File: src/rtl/mem_port_arbiter_pkg.sv
// Shared encodings for the unified-memory port arbiter: FSM states, port owners
// and a helper that sizes the timeout counter.
package mem_port_arbiter_pkg;

  typedef enum logic [1:0] {
    ST_IDLE = 2'd0,
    ST_BUSY = 2'd1,
    ST_RESP = 2'd2
  } arbState_t;

  typedef enum logic {
    OWN_I = 1'b0,
    OWN_D = 1'b1
  } owner_t;

  // Bits needed to count from zero up to and including the limit.
  function automatic int ctrWidth(input int limit);
    return $clog2(limit + 1);
  endfunction

endpackage

File: src/rtl/mem_port_arbiter_timeout_ctr.sv
// BUSY-cycle watchdog for the memory arbiter; only present when ARB_TIMEOUT_EN is defined.
`ifdef ARB_TIMEOUT_EN
module arb_timeout_ctr #(
  parameter int CW = 8
) (
  input  logic          clk,
  input  logic          reset,
  input  logic          clear,
  input  logic          enable,
  input  logic [CW-1:0] limit,
  output logic          expired
);

  logic [CW-1:0] count;

  always_ff @(posedge clk or negedge reset) begin
    if (!reset) begin
      count <= '0;
    end else if (clear) begin
      count <= '0;
    end else if (enable) begin
      count <= count + CW'(1);
    end
  end

  // Fires in the cycle whose increment would reach the limit, so the owner
  // sees exactly 'limit' BUSY cycles before the abort takes effect.
  assign expired = enable && (count == (limit - CW'(1)));

endmodule
`endif

File: src/rtl/mem_port_arbiter.sv
// Arbitrates the core's fetch and load/store ports onto one single-port memory.
// Optional abort of stuck transactions is enabled with ARB_TIMEOUT_EN.
module mem_port_arbiter
  import mem_port_arbiter_pkg::*;
#(
  parameter int AW          = 32,
  parameter int DW          = 32,
  parameter int TIMEOUT_CYC = 255
) (
  input  logic          clk,
  input  logic          reset,
  input  logic          i_req,
  input  logic [AW-1:0] i_addr,
  output logic          i_ready,
  output logic [DW-1:0] i_rdata,
  output logic          i_err,
  input  logic          d_req,
  input  logic          d_we,
  input  logic [AW-1:0] d_addr,
  input  logic [DW-1:0] d_wdata,
  output logic          d_ready,
  output logic [DW-1:0] d_rdata,
  output logic          d_err,
  output logic          mem_req,
  output logic          mem_we,
  output logic [AW-1:0] mem_addr,
  output logic [DW-1:0] mem_wdata,
  input  logic          mem_rvalid,
  input  logic [DW-1:0] mem_rdata
);

  arbState_t     state, stateNext;
  owner_t        lastOwner, lastOwnerNext;
  owner_t        owner, ownerNext;
  logic          grantData;
  logic          memReqQ, memReqNext;
  logic          memWeQ, memWeNext;
  logic [AW-1:0] memAddrQ, memAddrNext;
  logic [DW-1:0] memWdataQ, memWdataNext;
  logic          iReadyQ, iReadyNext, dReadyQ, dReadyNext;
  logic          iErrQ, iErrNext, dErrQ, dErrNext;
  logic [DW-1:0] iRdataQ, iRdataNext, dRdataQ, dRdataNext;
  logic          timeoutHit;

`ifdef ARB_TIMEOUT_EN
  localparam int CW = ctrWidth(TIMEOUT_CYC);

  arb_timeout_ctr #(.CW(CW)) timeoutCtr (
    .clk     (clk),
    .reset   (reset),
    .clear   (state != ST_BUSY),
    .enable  ((state == ST_BUSY) && !mem_rvalid),
    .limit   (CW'(TIMEOUT_CYC)),
    .expired (timeoutHit)
  );
`else
  logic unusedTimeoutCfg;
  assign unusedTimeoutCfg = (TIMEOUT_CYC > 0);
  assign timeoutHit       = 1'b0;
`endif

  always_ff @(posedge clk or negedge reset) begin
    if (!reset) begin
      state     <= ST_IDLE;
      lastOwner <= OWN_I;
      owner     <= OWN_I;
      memReqQ   <= 1'b0;
      memWeQ    <= 1'b0;
      memAddrQ  <= '0;
      memWdataQ <= '0;
      iReadyQ   <= 1'b0;
      dReadyQ   <= 1'b0;
      iErrQ     <= 1'b0;
      dErrQ     <= 1'b0;
      iRdataQ   <= '0;
      dRdataQ   <= '0;
    end else begin
      state     <= stateNext;
      lastOwner <= lastOwnerNext;
      owner     <= ownerNext;
      memReqQ   <= memReqNext;
      memWeQ    <= memWeNext;
      memAddrQ  <= memAddrNext;
      memWdataQ <= memWdataNext;
      iReadyQ   <= iReadyNext;
      dReadyQ   <= dReadyNext;
      iErrQ     <= iErrNext;
      dErrQ     <= dErrNext;
      iRdataQ   <= iRdataNext;
      dRdataQ   <= dRdataNext;
    end
  end

  // Data wins a tie unless it also won the previous grant, which keeps
  // back-to-back loads/stores from starving instruction fetch.
  always_comb begin
    stateNext     = state;
    lastOwnerNext = lastOwner;
    ownerNext     = owner;
    grantData     = 1'b0;
    memReqNext    = memReqQ;
    memWeNext     = memWeQ;
    memAddrNext   = memAddrQ;
    memWdataNext  = memWdataQ;
    iReadyNext    = 1'b0;
    dReadyNext    = 1'b0;
    iErrNext      = 1'b0;
    dErrNext      = 1'b0;
    iRdataNext    = iRdataQ;
    dRdataNext    = dRdataQ;

    case (state)
      ST_IDLE: begin
        grantData = d_req && !(i_req && (lastOwner == OWN_D));
        if (i_req || d_req) begin
          stateNext     = ST_BUSY;
          memReqNext    = 1'b1;
          ownerNext     = grantData ? OWN_D : OWN_I;
          lastOwnerNext = ownerNext;
          memWeNext     = grantData && d_we;
          memAddrNext   = grantData ? d_addr : i_addr;
          memWdataNext  = grantData ? d_wdata : '0;
        end
      end
      ST_BUSY: begin
        if (mem_rvalid || timeoutHit) begin
          stateNext  = ST_RESP;
          memReqNext = 1'b0;
          if (owner == OWN_D) begin
            dReadyNext = 1'b1;
            dErrNext   = !mem_rvalid;
            if (!mem_rvalid) begin
              dRdataNext = '0;
            end else if (!memWeQ) begin
              dRdataNext = mem_rdata;
            end
          end else begin
            iReadyNext = 1'b1;
            iErrNext   = !mem_rvalid;
            iRdataNext = mem_rvalid ? mem_rdata : '0;
          end
        end
      end
      ST_RESP: begin
        stateNext = ST_IDLE;
      end
      default: begin
        stateNext = ST_IDLE;
      end
    endcase
  end

  assign mem_req   = memReqQ;
  assign mem_we    = memWeQ;
  assign mem_addr  = memAddrQ;
  assign mem_wdata = memWdataQ;
  assign i_ready   = iReadyQ;
  assign i_rdata   = iRdataQ;
  assign i_err     = iErrQ;
  assign d_ready   = dReadyQ;
  assign d_rdata   = dRdataQ;
  assign d_err     = dErrQ;

endmodule

File: config.mk
export PLATFORM = sky130hd
export DESIGN_NAME = mem_port_arbiter
export DESIGN_NICKNAME = d
export VERILOG_FILES = /design/src/rtl/mem_port_arbiter_pkg.sv /design/src/rtl/mem_port_arbiter_timeout_ctr.sv /design/src/rtl/mem_port_arbiter.sv
export SDC_FILE = /design/constraint.sdc
export NUM_CORES = 1
export LEC_CHECK = 0
export BUFFER_PORTS_ARGS = -buffer_cell sky130_fd_sc_hd__buf_2
export CELL_PAD_IN_SITES_DETAIL_PLACEMENT = 0
export CELL_PAD_IN_SITES_GLOBAL_PLACEMENT = 1
export CORE_MARGIN = 1
export CORE_UTILIZATION = 38
export DETAILED_ROUTE_END_ITERATION = 6
export PLACE_DENSITY_LB_ADDON = 0.1
export SYNTH_ARGS = -nofsm -noshare
export SYNTH_HDL_FRONTEND = slang
export SYNTH_SLANG_ARGS = --single-unit
export TNS_END_PERCENT = 20
File: constraint.sdc
create_clock -name clk -period 3.2 [get_ports clk]
set_input_delay 0.32 -clock clk [delete_from_list [all_inputs] [get_ports clk]]
set_output_delay 0.32 -clock clk [all_outputs]
set_load 0.005 [all_outputs]
==> results.tsv, run 1 <==
stage	metric	value	unit
clock_network	cts_tree	yes	
clock_network	post_cts_buffers	0	
min_path	hold_path.class	in2async	
place	dpl.hpwl	9410	um
logic_synthesis	ys_types	21	
floorplan	dieArea	14700	um^2
setup_path	timing.rr.start	state[0]	
clock_network	postCtsHoldBufs	0	
floorplan	pin_count	268	
sta	rsz0062_at_grt	no	
clock_network	root_buffer	clkbuf_16	
setup_path	worst-path-max-fanout	18	
route	wl_per_cell	16.2	um
route	vias_per_cell	4.77	
floorplan	rows	43	
pwr	p_switching	2.22	mW
global_route	antenna_found_initial	1	
floorplan	die_x	121	um
sta	period_share	59.0	%
pwr	power_density	1020	nW/um^2
global_route	grt_overflow	0	
clock_network	clk_pin_slew	60	ps
sta	min_period	1890	ps
global_route	grt_use_total	18.6	%
sta	setup_tns	0	ps
logic_synthesis	yosysSeqAreaShare	63.4	%
global_route	grt_pass1_wl	20300	um
route	vias	3825	
clock_network	cts_max_path_buffers	2	
finish	fill_cells	1208	
run_status	violations	negative hold slack	
finish	ff_latch_area	3430	um^2
clock_network	cts_resized	0	
sta	hold_viol_final	1	
setup_path	crit_type	reg2reg	
pwr	max-vdd-ir-drop	0.426	mV
global_route	grt_max_degree	91	
pwr	p_leak	3.81	nW
finish	multi_input_area	1860	um^2
sta	slew_headroom	44.9	%
sta	holdWs	-1.06	ps
logic_synthesis	syn-cell-area	5400	um^2
place	gp_congestion	0.738	
pwr	finalPower	7.77	mW
clock_network	htreeDepth	4	
floorplan	design.core.area	13900	um^2
flow_run	maxCapViolCount	0	
setup_path	startpoint	state[0]	
sta	setup_viol	0	
sta	timing.fmax	0.530	GHz
finish	final_nets	742	
sta	worst_pin_slew	827	ps
logic_synthesis	ys_warn_count	0	
floorplan	start_util	38.9	%
route	wl	13000	um
clock_network	clock-sinks	137	
finish	drive_gt1_share	70.2	%
sta	slew_viol_final	0	
setup_path	worstSetupStartpointType	flip-flop	
global_route	grt_pass1_vias	3838	
pwr	power_frac_seq	38.9	%
place	io_buffers	267	
setup_path	worstSetupEndpointType	flip-flop	
route	ant_nets	0	
route	firstDrtPassIters	4	
clock_network	insertion_delay	410	ps
floorplan	die_h	121	um
route	drt_iter0_markers	77	
setup_path	critPathArrivalTime	2240	ps
place	place_ws	1280	ps
logic_synthesis	synthCells	335	
logic_synthesis	synth-seq-cells	137	
sta	timing.final.ws_setup	1310	ps
pwr	intPower	5.55	mW
finish	area.growth.synth_to_final	40.7	%
pwr	p_sw_share	28.6	%
setup_path	cp.required	3550	ps
route	drcViolationCount	0	
sta	skew	5.74	ps
clock_network	numCtsBuffers	17	
run_status	outcome	finished with violations	
logic_synthesis	avgSynthCellArea	16.1	um^2
pwr	clkPwrFrac	27.7	%
pwr	comb_power_share	33.4	%
kinds of logic after synthesis:
kind of cell           synth area share (%)
DFF                                    63.4
muxes                                  26.7
AOI/OAI and AO/OA                      5.88
buffers and inverters                  2.57
and+or+nand+nor                        1.37
other                                0.0694
per-stage QoR:
stage                     util [%]  hold slack, ps  area [um^2]  std cells
after floorplan                  -            24.4         5410        336
after global placement        50.0             453         6940        769
after detailed placement      50.0             465         6940        769
after CTS                     54.8            16.7         7600        801
after global routing          54.8            59.9         7600        802
final                         54.8           -1.06         7600        802
power by group through the flow:
stage	clock (mW)	sequential, mW	combinational (mW)
final	2.15	3.02	2.60
after global routing	2.28	3.14	2.85
after CTS	2.20	3.04	2.66
after detailed placement	0	3.05	2.66
after global placement	0	3.03	2.61
after floorplan	0	3.12	1.30
cells in the final DEF, fill, tap and decap left out, types with 3 or more instances in the layout:
cell type   count
buf_2         266
clkinv_2        3
nand2_1         3
bufinv_16       5
mux2_2        126
clkbuf_16      17
clkbuf_8        3
clkinvlp_4      4
dfrtp_1       137
a22o_1         33
buf_4           4
synthesized netlist by cell type (all sizes together):
| cell type | number | area share, % |
|---|---|---|
| nor3 | 1 | 0.30 |
| a22o | 33 | 5.3 |
| clkbuf | 2 | 0.14 |
| dfrtp | 137 | 63 |
| buf | 18 | 2.3 |
| a21boi | 1 | 0.21 |
| inv | 2 | 0.14 |
| conb | 1 | 0.069 |
| mux2 | 128 | 27 |
| nand2b | 1 | 0.12 |
| nor2 | 3 | 0.25 |
| nand2 | 3 | 0.21 |
| a21o | 1 | 0.14 |
| nand3b | 1 | 0.37 |
| and3 | 1 | 0.12 |
| o21ai | 2 | 0.19 |
sequential cells by signal, summed over array words and instances (netlist names), 2 cells and up:
name	count
i_rdata	32
mem_wdata	32
state	2
mem_addr	32
d_rdata	32
critical path: stages (launching register included):
cell	delay, ps
dfrtp_1	410
nor2_1	270
and3_1	640
buf_4	340
a22o_1	160
per-layer routing:
layer / up-vias / share of wire [%] / track usage, %
met1: 1891 / 39 / 21.5
met3: 21 / 8.2 / 6.44
met5: - / 0 / 0
met2: 152 / 51 / 30.7
li1: 1761 / - / -
met4: 0 / 1.9 / 8.72
layout make-up:
cell class / instances / share of cell area, %
Sequential cell: 137 / 45.1
Multi-Input combinational cell: 177 / 24.5
Timing Repair Buffer: 273 / 18.6
Clock buffer: 20 / 6.14
Tap cell: 180 / 2.96
Clock inverter: 12 / 2.57
Inverter: 2 / 0.0987
Antenna cell: 1 / 0.0329
final timing paths:
check                                endpoint  slack (ps)  cells past startpoint
max in group asynchronous         d_rdata[14]        2440                      2
worst min register to register     d_rdata[6]         490                      1
min in group clk                mem_wdata[27]         120                      2
worst max register to register  mem_wdata[22]        1310                      4
worst max-delay path            mem_wdata[22]        1310                      4
worst min-delay path              d_rdata[19]          -1                      1
(Power assumes the default switching activity.)
==> run 2, diff against run 1 <==
- CORE_UTILIZATION: 38 -> 32
- clock period: 3.2 -> 1.5 ns (I/O delays scaled with it)
==> run 2 against run 1 <==
Net effect:
- the run ends with negative setup slack left
- highest routed layer unchanged
- sequential power grew 110%
- clock-buffer cell count is the same
- cell count grew 14%
- first-iteration DRC count grew 14%
- setup slack lost 1400 ps
- die area grew 18%
- clock power grew 96%
- sequential cell count is the same
- maximum frequency grew 21%
==> results.tsv, run 2 (synthesis results as in run 1) <==
stage	metric	value	unit	change
run_status	outcome	finished with violations		unchanged
run_status	violations	negative setup slack		was negative hold slack
sta	period_share	104	%	was 59.0%
clock_network	clk_pin_slew	60	ps	about the same
place	place_ws	-64.3	ps	was 1280 ps
global_route	gr-max-usage-layer	met2		unchanged
setup_path	crit_top_cell	mux2_2		
route	ant_nets	0		unchanged
setup_path	worstSetupStartpointType	flip-flop		unchanged
flow_run	maxCapViolCount	0		unchanged
route	vias	4081		was 3825
setup_path	timing.rr.start	owner		was state[0]
global_route	met2_usage	28.7	%	was 30.7%
route	wl	14100	um	was 13000 um
setup_path	startpoint	owner		was state[0]
pwr	p_leak	4.12	nW	was 3.81 nW
route	wl_per_cell	15.4	um	was 16.2 um
finish	antennaDiodeCount	0		was 1
clock_network	root_buffer	clkbuf_16		unchanged
place	dp.cells	817		was 769
setup_path	cp_cell_sequence	a21boi_4 > buf_12 > mux2_2 > mux2_2		was nor2_1 > and3_1 > buf_4 > a22o_1
global_route	grt_max_degree	44		was 91
route	vias_per_cell	4.46		was 4.77
clock_network	cts_tree	yes		unchanged
min_path	worst_hold_startpoint	d_addr[29]		
clock_network	htreeDepth	4		unchanged
floorplan	die_h	132	um	was 121 um
global_route	grt_use_total	16.9	%	was 18.6%
floorplan	die_x	132	um	was 121 um
clock_network	insertion_delay	410	ps	about the same
clock_network	clock-sinks	137		unchanged
sta	skew	5.63	ps	was 5.74 ps
finish	fill_cells	1444		was 1208
setup_path	slowest_delay	420	ps	was 640 ps
sta	slew_viol_final	0		unchanged
place	dpl.hpwl	9600	um	was 9410 um
route	firstDrtPassIters	4		unchanged
finish	most-common-layout-cells	266 x buf_2, 137 x dfrtp_1, 126 x mux2_2		unchanged
setup_path	critPathSlowestCell	dfrtp_1		was and3_1
setup_path	worstSetupEndpointType	flip-flop		unchanged
sta	setup_viol	32		was 0
setup_path	cp.required	1790	ps	was 3550 ps
global_route	grt_util_met1	20.0	%	was 21.5%
sta	min_period	1560	ps	was 1890 ps
finish	layout_commonest_cell	buf_2		unchanged
route	drt_iter0_markers	88		was 77
min_path	hold_path.class	in2reg		was in2async
clock_network	post_cts_buffers	0		unchanged
floorplan	start_util	32.7	%	was 38.9%
pwr	max-vdd-ir-drop	0.840	mV	was 0.426 mV
finish	finalNonFillerCells	915		was 802
route	drcViolationCount	0		unchanged
sta	timing.final.ws_setup	-63.1	ps	was 1310 ps
finish	drive_gt1_share	63.6	%	was 70.2%
floorplan	dieArea	17400	um^2	was 14700 um^2
sta	rsz0062_at_grt	yes		was no
finish	final_nets	817		was 742
global_route	use_met3	4.61	%	was 6.44%
pwr	power_density	1970	nW/um^2	was 1020 nW/um^2
finish	area.growth.synth_to_final	55.4	%	was 40.7%
clock_network	numCtsBuffers	17		unchanged
floorplan	design.core.area	16500	um^2	was 13900 um^2
setup_path	crit_type	reg2reg		unchanged
floorplan	rows	47		was 43
global_route	grt_pass1_vias	4396		was 3838
sta	timing.fmax	0.640	GHz	was 0.530 GHz
global_route	grt_overflow	0		unchanged
sta	hold_viol_final	0		was 1
place	io_buffers	267		unchanged
floorplan	pin_count	268		unchanged
clock_network	cts_max_path_buffers	2		unchanged
setup_path	worst-path-max-fanout	32		was 18
place	gp_congestion	0.781		was 0.738
global_route	grt_pass1_wl	22800	um	was 20300 um
global_route	antenna_found_initial	0		was 1
setup_path	critPathArrivalTime	1850	ps	was 2240 ps
==> run 2: changes by cell type in the layout (fill, tap and decap cells not counted), sizes merged <==
cell	delta
diode	-1
dlygate4sd3	+67
buf	+8
bufinv	-2
clkinv	+1
==> run 2: routing by layer <==
metal  vias up  routed length (um)
met1      1998                5830
met2       149                7040
met5         -                   0
li1       1909                   -
met4         0                 361
met3        25                 841
==> run 2: final timing paths <==
check / end / slack, ps / depth (start not counted)
worst max register to register: mem_addr[5] / -60 / 4
worst min register to register: mem_req / 470 / 2
min in group asynchronous: mem_addr[24] / 240 / 2
worst max-delay path: mem_addr[5] / -60 / 4
max in group asynchronous: d_rdata[29] / 730 / 3
worst min-delay path: mem_addr[29] / 100 / 3
==> run 2: area by class of cell <==
| cell class | instances | area, um^2 | share of cell area, % |
|---|---|---|---|
| flip-flops and latches | 137 | 3430 | 40.8 |
| clock buffers | 20 | 457 | 5.44 |
| inverters | 2 | 7.51 | 0.0894 |
| well taps | 220 | 275 | 3.28 |
| repair buffers | 348 | 2220 | 26.4 |
| multi-input cells | 177 | 1860 | 22.2 |
| clock inverters | 11 | 148 | 1.76 |
==> run 2: what timing repair did <==
action,CTS,global route
hold buffers,67,0
resized for setup,0,0
endpoints found under the hold margin,137,0
cloned,0,0
setup endpoints to repair,60,64
==> run 2: through the flow <==
step                      hold WS [ps]  TNS (ps)  cell area, um^2  total power, mW  utilization [%]
after floorplan                   -146     -28.4             5420             9.44                -
after global placement             116      -276             7120             12.2             43.1
after detailed placement           118     -1440             7120             12.4             43.1
after CTS                         70.1     -1920             8400             16.8             50.8
after global routing              85.4     -5520             8400             17.6             50.8
final                             95.0     -1470             8400             16.5             50.8
==> run 2: report_power, final <==
group	total (mW)	switching [mW]	internal (mW)
clock	4.22	1.53	2.69
combinational	5.86	2.40	3.46
sequential	6.45	0.906	5.55
==> run 2: worst max-delay path, delay by kind of cell (launching register included) <==
kind | cells | cell delay [ps]
AO/OA/AOI/OAI | 1 | 170
buffers and inverters | 1 | 210
flip-flops | 1 | 420
multiplexers | 2 | 610
==> run 3, diff against run 2 <==
--- a/config.mk
+++ b/config.mk
@@ -13,3 +13,4 @@
 export DETAILED_ROUTE_END_ITERATION = 6
-export PLACE_DENSITY_LB_ADDON = 0.1
+export PLACE_DENSITY = 0.76
+export SKIP_CTS_REPAIR_TIMING = 1
 export SYNTH_ARGS = -nofsm -noshare
==> constraint.sdc (replaced) <==
create_clock -name clk -period 1.5 [get_ports clk]
set_input_delay 0.3 -clock clk [delete_from_list [all_inputs] [get_ports clk]]
set_output_delay 0.3 -clock clk [all_outputs]
set_load 0.005 [all_outputs]
==> run 3 against run 2 <==
Net effect:
- the flow still finishes with violations (negative setup slack)
- cell area fell by 7.4%
- critical path type unchanged
- sequential cell count did not move
- largest cell class unchanged
- cell count fell by 6.7%
- clock power barely moved
- die area did not move
- sequential power rose by 0.9%
- clock-buffer cell count rose by 1
- global-route usage fell by 1.2 points
- hold slack improved by 13 ps
==> results.tsv, run 3 (synthesis results as in run 1) <==
stage	metric	value	unit	change
run_status	outcome	finished with violations		unchanged
run_status	violations	negative setup slack		unchanged
sta	min_period	1580	ps	was 1560 ps
floorplan	dieArea	17400	um^2	unchanged
clock_network	numCtsBuffers	17		unchanged
route	firstDrtPassIters	4		unchanged
sta	period_share	105	%	was 104%
pwr	p_leak	3.88	nW	was 4.12 nW
min_path	hold_path.class	in2reg		unchanged
pwr	p_switching	4.85	mW	was 4.84 mW
clock_network	cts_tree	yes		unchanged
place	dp.cells	821		was 817
pwr	max-vdd-ir-drop	0.855	mV	was 0.840 mV
sta	timing.fmax	0.635	GHz	was 0.640 GHz
setup_path	cp.required	1790	ps	about the same
pwr	power_density	2120	nW/um^2	was 1970 nW/um^2
clock_network	root_buffer	clkbuf_16		unchanged
global_route	grt_overflow	0		unchanged
finish	finalNonFillerCells	854		was 915
clock_network	clk_pin_slew	60	ps	about the same
finish	antennaDiodeCount	0		unchanged
sta	slew_viol_final	0		unchanged
sta	hold_viol_final	0		unchanged
finish	area.growth.synth_to_final	43.9	%	was 55.4%
sta	timing.final.ws_setup	-75.7	ps	was -63.1 ps
global_route	antenna_found_initial	0		unchanged
place	place_area	7150	um^2	was 7120 um^2
floorplan	die_h	132	um	unchanged
place	gp_congestion	0.889		was 0.781
floorplan	pin_count	268		unchanged
pwr	clkPwrFrac	25.8	%	was 25.5%
setup_path	critPathArrivalTime	1870	ps	was 1850 ps
finish	layout_commonest_cell	buf_2		unchanged
pwr	comb_power_share	34.7	%	was 35.5%
route	wl	13400	um	was 14100 um
global_route	grt_max_degree	44		unchanged
flow_run	maxCapViolCount	0		unchanged
pwr	p_sw_share	29.4	%	was 29.3%
route	drcViolationCount	0		unchanged
finish	drive_gt1_share	70.3	%	was 63.6%
route	ant_nets	0		unchanged
setup_path	worstSetupEndpointType	flip-flop		unchanged
pwr	intPower	11.6	mW	was 11.7 mW
floorplan	rows	47		unchanged
clock_network	clock-sinks	137		unchanged
setup_path	worstSetupStartpointType	flip-flop		unchanged
sta	skew	8.51	ps	was 5.63 ps
floorplan	design.core.area	16500	um^2	unchanged
finish	fill_cells	1507		was 1444
global_route	grt_use_total	15.7	%	was 16.9%
place	dpl.hpwl	9890	um	was 9600 um
route	vias	3931		was 4081
clock_network	cts_max_path_buffers	2		unchanged
finish	fin_area	7770	um^2	was 8400 um^2
floorplan	start_util	32.7	%	unchanged
sta	setup_viol	48		was 32
floorplan	die_x	132	um	unchanged
finish	most-common-layout-cells	266 x buf_2, 137 x dfrtp_1, 125 x mux2_2		was 266 x buf_2, 137 x dfrtp_1, 126 x mux2_2
global_route	grt_pass1_vias	4196		was 4396
route	vias_per_cell	4.60		was 4.46
clock_network	htreeDepth	4		unchanged
global_route	grt_pass1_wl	21300	um	was 22800 um
setup_path	worst-path-max-fanout	32		unchanged
route	drt_iter0_markers	87		was 88
clock_network	insertion_delay	410	ps	about the same
place	io_buffers	267		unchanged
pwr	power_frac_seq	39.5	%	was 39.0%
pwr	finalPower	16.5	mW	about the same
route	wl_per_cell	15.7	um	was 15.4 um
finish	final_nets	755		was 817
sta	rsz0062_at_grt	yes		unchanged
setup_path	crit_type	reg2reg		unchanged
-- run 3: cell types whose count changed in the layout (fill, tap and decap cells not counted) --
cell / previous run / this run
clkinv_2: 2 / 3
clkinvlp_4: 4 / 2
mux2_4: 0 / 1
clkbuf_1: 1 / 2
mux2_2: 126 / 125
buf_4: 6 / 10
clkinv_4: 2 / 3
dlygate4sd3_1: 67 / 1
-- run 3: critical path: stages, from the launching register on --
cell and delay [ps]:
dfrtp_1 420, a21boi_4 180, buf_12 220, mux2_2 360, mux2_2 260
-- run 3: stage by stage --
stage	utilization (%)	setup TNS, ps	hold WS (ps)	setup WS, ps
global route	47.0	-5260	85.7	-131
global placement	43.3	-1050	253	-37.9
finish	47.0	-1890	108	-75.7
floorplan	-	-28.4	4.41	-0.948
detailed placement	43.3	-2260	266	-85.4
CTS	47.0	-2260	-181	-79.2
-- run 3: metal layers --
layer	track usage [%]	wire length (um)	vias up
li1	-	-	1788
met1	17.5	5170	1944
met2	27.0	6850	175
met3	5.77	1040	24
met4	6.65	325	0
met5	0	0	-
-- run 3: power groups by stage --
stage | Sequential (mW) | Clock [mW] | Combinational, mW
CTS | 6.53 | 4.37 | 5.83
floorplan | 6.66 | 0 | 2.78
global placement | 6.47 | 0 | 5.64
global route | 6.73 | 4.52 | 6.19
detailed placement | 6.56 | 0 | 5.82
finish | 6.51 | 4.24 | 5.72
-- run 3: area by class of cell --
cell class / count / area [um^2] / share of cell area, %
inverter: 2 / 7.51 / 0.0966
clock inverter: 11 / 146 / 1.88
tap: 220 / 275 / 3.54
multi-input combinational: 177 / 1870 / 24.0
sequential: 137 / 3430 / 44.1
clock buffer: 21 / 460 / 5.92
timing repair buffer: 286 / 1590 / 20.4
-- run 3: path summary, 6_finish.rpt --
path                             startpoint            end  slack, ps  depth (start not counted)
worst max-delay path                  owner    mem_addr[6]        -80                          4
worst min-delay path            d_wdata[14]  mem_wdata[14]        110                          2
worst max register to register        owner    mem_addr[6]        -80                          4
worst min register to register      mem_req        mem_req        470                          2
max in group asynchronous             reset   mem_addr[26]        580                          3
min in group asynchronous             reset    mem_addr[4]        390                          2
